[src/rtl/fmrv32im_axi_ledctl.sv]
// AXI4-Lite LED controller: NUM_CH channels (off/on/blink/PWM) timed by a shared prescaled tick.
// Optional macro LEDCTL_IRQ_EN adds the IRQ port plus IRQ_STATUS (0x08) and IRQ_MASK (0x0C).
module fmrv32im_axi_ledctl #(
  parameter int NUM_CH     = 4,
  parameter int CLK_HZ     = 48000000,
  parameter int TICK_HZ    = 1000,
  parameter bit ACTIVE_LOW = 1'b1
) (
  input  logic              CLK,
  input  logic              RST,
  input  logic [15:0]       S_AXI_AWADDR,
  input  logic              S_AXI_AWVALID,
  output logic              S_AXI_AWREADY,
  input  logic [31:0]       S_AXI_WDATA,
  input  logic [3:0]        S_AXI_WSTRB,
  input  logic              S_AXI_WVALID,
  output logic              S_AXI_WREADY,
  output logic [1:0]        S_AXI_BRESP,
  output logic              S_AXI_BVALID,
  input  logic              S_AXI_BREADY,
  input  logic [15:0]       S_AXI_ARADDR,
  input  logic              S_AXI_ARVALID,
  output logic              S_AXI_ARREADY,
  output logic [31:0]       S_AXI_RDATA,
  output logic [1:0]        S_AXI_RRESP,
  output logic              S_AXI_RVALID,
  input  logic              S_AXI_RREADY,
  output logic [NUM_CH-1:0] LED
`ifdef LEDCTL_IRQ_EN
  ,
  output logic              IRQ
`endif
);

  localparam int DIV = CLK_HZ / TICK_HZ;
  localparam int PW  = $clog2(DIV);
  localparam int CW  = (NUM_CH > 1) ? $clog2(NUM_CH) : 1;

  typedef enum logic [2:0] {
    SEL_ID, SEL_CTRL, SEL_IRQ_STATUS, SEL_IRQ_MASK,
    SEL_MODE, SEL_PERIOD, SEL_DUTY, SEL_NONE
  } sel_t;

  typedef struct packed {
    sel_t          sel;
    logic [CW-1:0] ch;
  } dec_t;

  function automatic dec_t decode(input logic [15:0] addr);
    dec_t d;
    d.sel = SEL_NONE;
    d.ch  = '0;
    if (addr[15:4] == 12'd0) begin
      case (addr[3:2])
        2'd0: d.sel = SEL_ID;
        2'd1: d.sel = SEL_CTRL;
`ifdef LEDCTL_IRQ_EN
        2'd2: d.sel = SEL_IRQ_STATUS;
        2'd3: d.sel = SEL_IRQ_MASK;
`endif
        default: d.sel = SEL_NONE;
      endcase
    end else if (addr[15:4] <= 12'(NUM_CH)) begin
      d.ch = CW'(addr[15:4] - 12'd1);
      case (addr[3:2])
        2'd0:    d.sel = SEL_MODE;
        2'd1:    d.sel = SEL_PERIOD;
        2'd2:    d.sel = SEL_DUTY;
        default: d.sel = SEL_NONE;
      endcase
    end
    return d;
  endfunction

  function automatic logic [15:0] merge16(input logic [15:0] old, input logic [15:0] wd,
                                          input logic [1:0] strb);
    return {strb[1] ? wd[15:8] : old[15:8], strb[0] ? wd[7:0] : old[7:0]};
  endfunction

  // Handshake: the slave raises AWREADY+WREADY (or ARREADY) for exactly one cycle once
  // the request is presented and no response is pending; the transfer happens in that cycle
  // and BVALID/RVALID then hold with stable payload until the master's BREADY/RREADY.
  logic        wr_ready;
  logic        wr_fire, wr_ok, rd_fire;
  dec_t        wr_d, rd_d;
  logic [31:0] rd_word;

  logic [PW-1:0]     pre;
  logic              tick;
  logic              ctrl_en;
  logic [1:0]        mode   [NUM_CH];
  logic [15:0]       period [NUM_CH];
  logic [15:0]       duty   [NUM_CH];
  logic [15:0]       cnt    [NUM_CH];
  logic [NUM_CH-1:0] blink, wrap, clr, ch_hit, pattern;

`ifdef LEDCTL_IRQ_EN
  logic [NUM_CH-1:0] irq_status, irq_mask, irq_w1c;
`endif

  logic unused_bits;
  assign unused_bits = ^{S_AXI_AWADDR[1:0], S_AXI_ARADDR[1:0], S_AXI_WDATA[31:16], S_AXI_WSTRB[3:2]};

  assign S_AXI_AWREADY = wr_ready;
  assign S_AXI_WREADY  = wr_ready;

  always_comb begin
    wr_d    = decode(S_AXI_AWADDR);
    rd_d    = decode(S_AXI_ARADDR);
    wr_fire = wr_ready && S_AXI_AWVALID && S_AXI_WVALID;
    wr_ok   = wr_fire && (wr_d.sel != SEL_NONE);
    rd_fire = S_AXI_ARREADY && S_AXI_ARVALID;
    tick    = (pre == PW'(DIV - 1));
  end

  always_comb begin
    rd_word = '0;
    case (rd_d.sel)
      SEL_ID:     rd_word = {16'h1ED0, 12'd0, 4'(NUM_CH)};
      SEL_CTRL:   rd_word = {31'd0, ctrl_en};
      SEL_MODE:   rd_word = {30'd0, mode[rd_d.ch]};
      SEL_PERIOD: rd_word = {16'd0, period[rd_d.ch]};
      SEL_DUTY:   rd_word = {16'd0, duty[rd_d.ch]};
`ifdef LEDCTL_IRQ_EN
      SEL_IRQ_STATUS: rd_word[NUM_CH-1:0] = irq_status;
      SEL_IRQ_MASK:   rd_word[NUM_CH-1:0] = irq_mask;
`endif
      default: rd_word = '0;
    endcase
  end

  // PERIOD=0 wraps on every tick, same as PERIOD=1.
  always_comb begin
    wrap    = '0;
    clr     = '0;
    ch_hit  = '0;
    pattern = '0;
    for (int i = 0; i < NUM_CH; i++) begin
      ch_hit[i] = wr_ok && (wr_d.ch == CW'(i));
      clr[i]    = ch_hit[i] && ((wr_d.sel == SEL_MODE) || (wr_d.sel == SEL_PERIOD));
      wrap[i]   = tick && ((period[i] == 16'd0) || (cnt[i] >= period[i] - 16'd1));
      case (mode[i])
        2'd0:    pattern[i] = 1'b0;
        2'd1:    pattern[i] = 1'b1;
        2'd2:    pattern[i] = blink[i];
        default: pattern[i] = (cnt[i] < duty[i]);
      endcase
      pattern[i] = pattern[i] & ctrl_en;
    end
  end

  always_ff @(posedge CLK or posedge RST) begin
    if (RST) begin
      wr_ready      <= 1'b0;
      S_AXI_BVALID  <= 1'b0;
      S_AXI_BRESP   <= 2'b00;
      S_AXI_ARREADY <= 1'b0;
      S_AXI_RVALID  <= 1'b0;
      S_AXI_RRESP   <= 2'b00;
      S_AXI_RDATA   <= '0;
    end else begin
      wr_ready <= S_AXI_AWVALID && S_AXI_WVALID && !S_AXI_BVALID && !wr_ready;
      if (wr_fire) begin
        S_AXI_BVALID <= 1'b1;
        S_AXI_BRESP  <= wr_ok ? 2'b00 : 2'b10;
      end else if (S_AXI_BVALID && S_AXI_BREADY) begin
        S_AXI_BVALID <= 1'b0;
      end
      S_AXI_ARREADY <= S_AXI_ARVALID && !S_AXI_RVALID && !S_AXI_ARREADY;
      if (rd_fire) begin
        S_AXI_RVALID <= 1'b1;
        S_AXI_RDATA  <= rd_word;
        S_AXI_RRESP  <= (rd_d.sel == SEL_NONE) ? 2'b10 : 2'b00;
      end else if (S_AXI_RVALID && S_AXI_RREADY) begin
        S_AXI_RVALID <= 1'b0;
      end
    end
  end

  always_ff @(posedge CLK or posedge RST) begin
    if (RST) begin
      pre     <= '0;
      ctrl_en <= 1'b0;
      blink   <= '0;
      LED     <= {NUM_CH{ACTIVE_LOW}};
      for (int i = 0; i < NUM_CH; i++) begin
        mode[i]   <= 2'd0;
        period[i] <= 16'd0;
        duty[i]   <= 16'd0;
        cnt[i]    <= 16'd0;
      end
    end else begin
      pre <= tick ? '0 : pre + PW'(1);
      LED <= pattern ^ {NUM_CH{ACTIVE_LOW}};
      if (wr_ok && (wr_d.sel == SEL_CTRL) && S_AXI_WSTRB[0]) ctrl_en <= S_AXI_WDATA[0];
      for (int i = 0; i < NUM_CH; i++) begin
        if (ch_hit[i] && (wr_d.sel == SEL_MODE) && S_AXI_WSTRB[0]) mode[i] <= S_AXI_WDATA[1:0];
        if (ch_hit[i] && (wr_d.sel == SEL_PERIOD))
          period[i] <= merge16(period[i], S_AXI_WDATA[15:0], S_AXI_WSTRB[1:0]);
        if (ch_hit[i] && (wr_d.sel == SEL_DUTY))
          duty[i] <= merge16(duty[i], S_AXI_WDATA[15:0], S_AXI_WSTRB[1:0]);
        // A MODE/PERIOD write restarts the phase even if a tick lands in the same cycle.
        if (clr[i]) begin
          cnt[i]   <= 16'd0;
          blink[i] <= 1'b0;
        end else if (wrap[i]) begin
          cnt[i]   <= 16'd0;
          blink[i] <= ~blink[i];
        end else if (tick) begin
          cnt[i] <= cnt[i] + 16'd1;
        end
      end
    end
  end

`ifdef LEDCTL_IRQ_EN
  always_comb begin
    irq_w1c = '0;
    if (wr_ok && (wr_d.sel == SEL_IRQ_STATUS) && S_AXI_WSTRB[0]) irq_w1c = S_AXI_WDATA[NUM_CH-1:0];
  end

  always_ff @(posedge CLK or posedge RST) begin
    if (RST) begin
      irq_status <= '0;
      irq_mask   <= '0;
      IRQ        <= 1'b0;
    end else begin
      irq_status <= (irq_status & ~irq_w1c) | wrap;
      if (wr_ok && (wr_d.sel == SEL_IRQ_MASK) && S_AXI_WSTRB[0]) irq_mask <= S_AXI_WDATA[NUM_CH-1:0];
      IRQ <= |(irq_status & irq_mask);
    end
  end
`endif

endmodule
[config.mk]
export PLATFORM = sky130hd
export DESIGN_NAME = fmrv32im_axi_ledctl
export DESIGN_NICKNAME = d
export VERILOG_FILES = /design/src/rtl/fmrv32im_axi_ledctl.sv
export SDC_FILE = /design/constraint.sdc
export NUM_CORES = 1
export LEC_CHECK = 0
export ABC_AREA = 1
export BUFFER_PORTS_ARGS = -buffer_cell sky130_fd_sc_hd__buf_2
export CORE_MARGIN = 5
export CORE_UTILIZATION = 56
export DETAILED_ROUTE_END_ITERATION = 16
export GPL_TIMING_DRIVEN = 0
export PLACE_DENSITY = 0.86
export SYNTH_ARGS = -nofsm -noshare
export SYNTH_HDL_FRONTEND = slang
export SYNTH_SLANG_ARGS = --single-unit
export TNS_END_PERCENT = 1
[constraint.sdc]
create_clock -name CLK -period 8.4 [get_ports CLK]
set_input_delay 1.68 -clock CLK [delete_from_list [all_inputs] [get_ports CLK]]
set_output_delay 1.68 -clock CLK [all_outputs]
set_load 0.02 [all_outputs]
======== Word level (Yosys, flattened, before mapping) ========
Index checks and enable logic that the tools add are counted.
word-level totals
  word-level logic and storage cells ...... 237
  bits of input ports ..................... 75
  register bits ........................... 265
  output and inout bits ................... 45
cells by class
  add/subtract/negate cells ............... 11
  magnitude comparators ................... 11
  reduce and logical (&&, ||, !) cells .... 90
  bitwise gates (word level) .............. 10
  equal/unequal tests ..................... 26
  mux-type cells .......................... 51
operators with widths
  cell                                                              number
  2-to-1 mux 16 bit                                                 17
  one-hot mux 29 bit (5 select lines)                               1
  adder 16 x 1 -> 16 bit (second input constant)                    5
  binary-select mux 16 bit (select 2 bit)                           2
  >= comparator 16 bit                                              4
  zero test 16 bit                                                  4
  less-than comparator 16 bit                                       4
  subtractor 16 x 1 -> 16 bit (second input constant)               4
  logical AND 1 bit                                                 41
  AND reduction 2 bit                                               16
  less-or-equal comparator 12 x 3 -> 1 bit (second input constant)  2
  zero test 12 bit                                                  2
  == test 3 bit (second input constant)                             7
  == test 16 bit (second input constant)                            1
  == test 2 bit (second input constant)                             8
  == test 2 x 1 -> 1 bit (second input constant)                    7
  zero test 2 bit                                                   7
  2-to-1 mux 1 bit                                                  12
  2-to-1 mux 2 bit                                                  6
  one-hot mux 1 bit (3 select lines)                                4
  one-hot mux 2 bit (3 select lines)                                2
  one-hot mux 3 bit (2 select lines)                                2
  nonzero test 2 bit                                                6
  nonzero test 3 bit                                                4
  14 further kinds                                                  31

======== Depth between registers and ports, before layout ========
  word-level depth ........................ 9
  mapped depth ............................ 20
  gate-level depth less buffers ........... 19

======== Worst setup path after synthesis ========
No wires, ideal clock.
  kind .................................... input port to flip-flop
  start point ............................. input S_AXI_ARADDR[4]
  end point ............................... register S_AXI_RDATA[0]
  stages on the path ...................... 16
  setup slack ............................. 4.737 ns
  required time ........................... 8.280 ns
  arrival ................................. 3.542 ns
  path through ............................ inv_1 clkbuf_1 ha_1 inv_1 nand2_1 nand2_1 nor2_2 nand3_2 buf_2 buf_2 o21ai_0 nand2_1 nand2_1 nand2_1 o21ai_1 nand2_1
on the way
  cells in the longest elaborated chain, start to end .. 8
  elaborated cells between the ends (all ways) .. 22
ends and longest elaborated chain
  element                                                                                       RTL line       text
  start, declared                                                                               21             input logic [15:0] S_AXI_ARADDR,
  less-or-equal comparator 12 x 3 -> 1 bit / subtractor 2 x 1 -> 2 bit (equally long branches)  63, 64
  2-to-1 mux 5 bit                                                                              63             end else if (addr[15:4] <= 12'(NUM_CH)) begin
  2-to-1 mux 2 bit                                                                              53             if (addr[15:4] == 12'd0) begin
  inverter 2 -> 3 bit (implied by the code)                                                     121, 122, 123
  binary-select mux 16 bit (select 2 bit), or another cell as far along                         123            SEL_DUTY: rd_word = {16'd0, duty[rd_d.ch]};
  2-to-1 mux 16 bit (implied by the code), or another cell as far along (2 in a row)            123
  one-hot mux 29 bit (5 select lines) *                                                         118            case (rd_d.sel)
  end signal, assigned                                                                          172            S_AXI_RDATA <= rd_word;
  end, declared                                                                                 24             output logic [31:0] S_AXI_RDATA,
Every way passes the cells marked *; elsewhere a longest branch is shown, timed or not. The select of a mux whose other input is x is not followed.
A chain may end at the register's enable or synchronous reset.

======== Worst setup path in the final report ========
  start point ............................. input S_AXI_ARADDR[4]
  end point ............................... register S_AXI_RDATA[7]
on the way
  cells in the longest elaborated chain, start to end .. 8
  elaborated cells between the ends (all ways) .. 19
ends and longest elaborated chain
  element                                                                                       RTL line
  less-or-equal comparator 12 x 3 -> 1 bit / subtractor 2 x 1 -> 2 bit (equally long branches)  63, 64
  2-to-1 mux 5 bit                                                                              63
  2-to-1 mux 2 bit                                                                              53
  inverter 2 -> 3 bit (implied by the code)                                                     122, 123
  binary-select mux 16 bit (select 2 bit) (on tied branches)                                    123, 122
  2-to-1 mux 16 bit (on tied branches) (2 in a row)                                             123, 122
  one-hot mux 29 bit (5 select lines) *                                                         118
Marked as above.

==> summary.md <==
| Metric | Value |
|---|---|
| Layout area overhead | 11.9% |
| Fin crit period | approximately 4.4 ns |
| Area of the mapped netlist | approximately 17,000 sq um |
| Arrival @ worst endpoint | around 4.8 ns |
| Final Cell Area | slightly below 20,000 sq um |
| Routability cong. | slightly above 1 |
| Clock-pin transition on the worst setup and hold timing paths | about 0.060 ns |
| Leak | approximately 11 nW |
| Initial Util | 0.568 |
| Total grt overflow | 0 |
| Cell mode on critical path | nand2_1 |
| Critical-path top delay cell | clkbuf_1 |
| Post-CTS Hold Buffers | 0 |
| Final setup fails | 0 |
| Critical path fanouts, max | 10 |
| Largest net degree at the start of global routing | 45 |
| CP endpoint kind | flip-flop |
| Fin nets | roughly 2,700 |
| Most frequent cells in the layout | nand2_1 (636), inv_1 (303), dfrtp_1 (244) |
| P per Cell Area | ~140 nW/um^2 |
| Via Count | 17,200 |
| Ys flop type | dfrtp_1 |
| Status | finished clean |
| Peak VDD IR | 156 uV |
| Max-slew violations | 0 |
| Via/cell ratio | about 5.9 |
| Setup_tns | 0 ns |
| Crit path launch type | primary input |
| Die X | between 150 and 200 microns |
| Commonest non-fill, non-tap cell in the layout | nand2_1 |
| Fraction of registers with async set/reset | 1.00 |
| Post-route worst hold slack | about 0.45 ns |
| Top cells by area, synth | dfrtp_1 (35%), nand2_1 (14%), ha_1 (10%) |
| Mapped Avg Cell Area | approximately 7.3 sq um |
| Fmax | 0.230 GHz |
| Placement Cell Area | about 18,000 sq um |
| MaxCap Viol Count | 0 |
| Largest area contributor in the netlist | dfrtp_1 |
| Post-CTS sizing | 0 |
| Normalized max-slew margin | 0.270 |
| Share of cells above drive strength 1 | 0.0921 |
| Number of synthesized flops with an enable pin | 0 |
| Critical Path RT | 8.86 ns |
| I/O pin count | 120 |
| Die H | 186 microns |
| CTS tree | built |
| Total iterations of the first detailed-routing run | 6 |
| Min-Delay Endpoint | S_AXI_ARREADY$_DFF_PP0_ |
| Hold path startpoint | S_AXI_ARREADY$_DFF_PP0_ |
| GRT Total Usage | 0.319 |
| Antenna diodes | 0 |
| Sequential-to-total area share from yosys stat | 0.357 |
| Final hold vios | 0 |
| Max clock buf depth | 3 |
| DRC Markers | 0 |
| Final worst path period share | 0.518 |
| Total Routed Length | 57,300 microns |
| Initial drt markers | approximately 2,000 |
| Post-Syn Instances | 2,388 |
| TritonCTS buffer count | 30 |
| Hold WC Path Type | reg2reg |
| Setup bufs post-CTS | 0 |
| H-tree Lvls | 1 |
| Hold Path Stages | 1 |
| I/O Buffers | a little over 70 |
| DRT antenna net count | 0 |
| Worst skew pair latency | between 0.5 and 0.6 ns |
| DIE AREA | approximately 35,000 sq um |
| R2r startpoint | period[0]$_DFFE_PP0P_ |
| Final core utilization | 0.635 |
| Slew @ Worst Pin | 1.09 ns |
| Yosys top cell area share | 0.351 |
| Critical path, cell by cell | buf_2 -> inv_1 -> clkbuf_1 -> ha_1 -> inv_1 -> nand2_1 -> nand2_1 -> nor2_2 -> nand3_2 -> buf_2 -> clkbuf_1 -> o21ai_0 -> o21ai_0 -> nand2_1 -> nand2_1 -> nand2_1 -> nand2_1 |
| HPWL after DPL | between 40,000 and 50,000 microns |
| CP Class | in2reg |
| First-pass GRT wire length | 89,600 microns |
| Cells on worst reg2reg path | 19 |
| CP max stage delay | roughly 0.44 ns |
| DR WL/cell | 19.6 microns |
| Vias in the first global route | about 16,000 |
| # rows | 64 |
| Initial antenna violation count | 1 |
| RSZ-0062 raised after global routing | no |
| Core area | around 30,000 sq um |
| Skew final | around 0.019 ns |
| Critical R2R Capture | cnt[0]$_DFFE_PP0P_ |
| Clk root buf | clkbuf_16 |
| Worst reg-to-reg setup slack | 4.35 ns |
| Count of cell types in the netlist | roughly 40 |
| Clock sink count | 248 |
| Synth Warn # | 0 |
| Count of state elements after synthesis | between 200 and 250 |
-- where the power goes --
group	total, W	internal [W]	switching [W]
clock network	0.00139	0.000844	0.000544
registers	0.00120	0.00120	0.00000315
logic	0.000115	0.0000273	0.0000880
total	0.00271	0.00207	0.000636
-- how the worst max path moves through the flow --
stage / cells past startpoint / from / slack (ns) / to
6_report: 17 / S_AXI_ARADDR[4] / 4.05 / S_AXI_RDATA[7]$_DFFE_PP0P_
5_1_grt: 17 / S_AXI_ARADDR[4] / 3.98 / S_AXI_RDATA[7]$_DFFE_PP0P_
4_1_cts: 17 / S_AXI_ARADDR[4] / 4.22 / S_AXI_RDATA[7]$_DFFE_PP0P_
3_5_place_dp: 17 / S_AXI_ARADDR[4] / 3.67 / S_AXI_RDATA[7]$_DFFE_PP0P_
3_3_place_gp: 2 / RST / 2.00 / pre[12]$_DFF_PP0_
2_1_floorplan: 1 / RST / 3.46 / S_AXI_ARREADY$_DFF_PP0_
-- sequential cells by signal (all words and copies together) (netlist names) --
signal / flops
S_AXI_BVALID: 1
S_AXI_RDATA: 17
S_AXI_AWREADY: 1
S_AXI_RVALID: 1
mode: 8
S_AXI_RRESP: 1
LED: 4
ctrl_en: 1
pre: 16
cnt: 64
S_AXI_ARREADY: 1
blink: 4
period: 64
duty: 64
S_AXI_BRESP: 1
-- layer usage --
| layer | vias up | routed length, microns | global-route usage |
|---|---|---|---|
| li1 | 8014 | - | - |
| met1 | 8071 | 22900 | 0.447 |
| met2 | 997 | 24400 | 0.485 |
| met3 | 157 | 7290 | 0.0742 |
| met4 | 0 | 2600 | 0.119 |
| met5 | - | 0 | 0 |
-- worst max-delay path: cells and delay by family --
kind	cells	cell delay [ns]
adders and majority gates	1	0.24
and+or+nand+nor	8	1.03
AOI/OAI and AO/OA	2	0.62
buffers and inverters	6	1.23
-- cells in the mapped netlist, types with 16 or more instances --
cell      number
o21ai_0      200
inv_1        304
nand4_1      115
buf_4         30
dfrtp_1      244
ha_1         139
nand2_1      636
xnor2_1       16
xor2_1        88
a21oi_1      105
nand3_1      156
nor3_1        49
nor2_1       135
buf_2         26
clkbuf_1      41
-- area by class of cell --
| class | instances | area (sq um) |
|---|---|---|
| buffer | 104 | 537 |
| clock buffer | 38 | 862 |
| clock inverter | 16 | 194 |
| fill | 2697 | 11200 |
| inverter | 310 | 1170 |
| multi-input combinational | 1736 | 9540 |
| sequential | 248 | 6210 |
| tap | 396 | 495 |
| timing repair buffer | 78 | 480 |
-- per-stage QoR --
stage	std cells	total power, W	setup slack [ns]
2_1_floorplan	2398	0.00129	3.46
3_3_place_gp	2866	0.00133	2.00
3_5_place_dp	2872	0.00134	3.67
4_1_cts	2926	0.00272	4.22
5_1_grt	2926	0.00278	3.98
6_report	2926	0.00271	4.05
-- cell families (layout without fill, tap and decap cells) --
group	after synthesis	after routing	share of synthesized area
fa+ha+maj	139	139	0.0999
simple gates	1140	1140	0.291
buf+inv	414	546	0.0976
other cells	1	11	0.000215
xor+xnor	104	104	0.0523
flops	248	248	0.357
compound gates	342	342	0.103
Note: power is estimated with default switching activity, not from simulation.
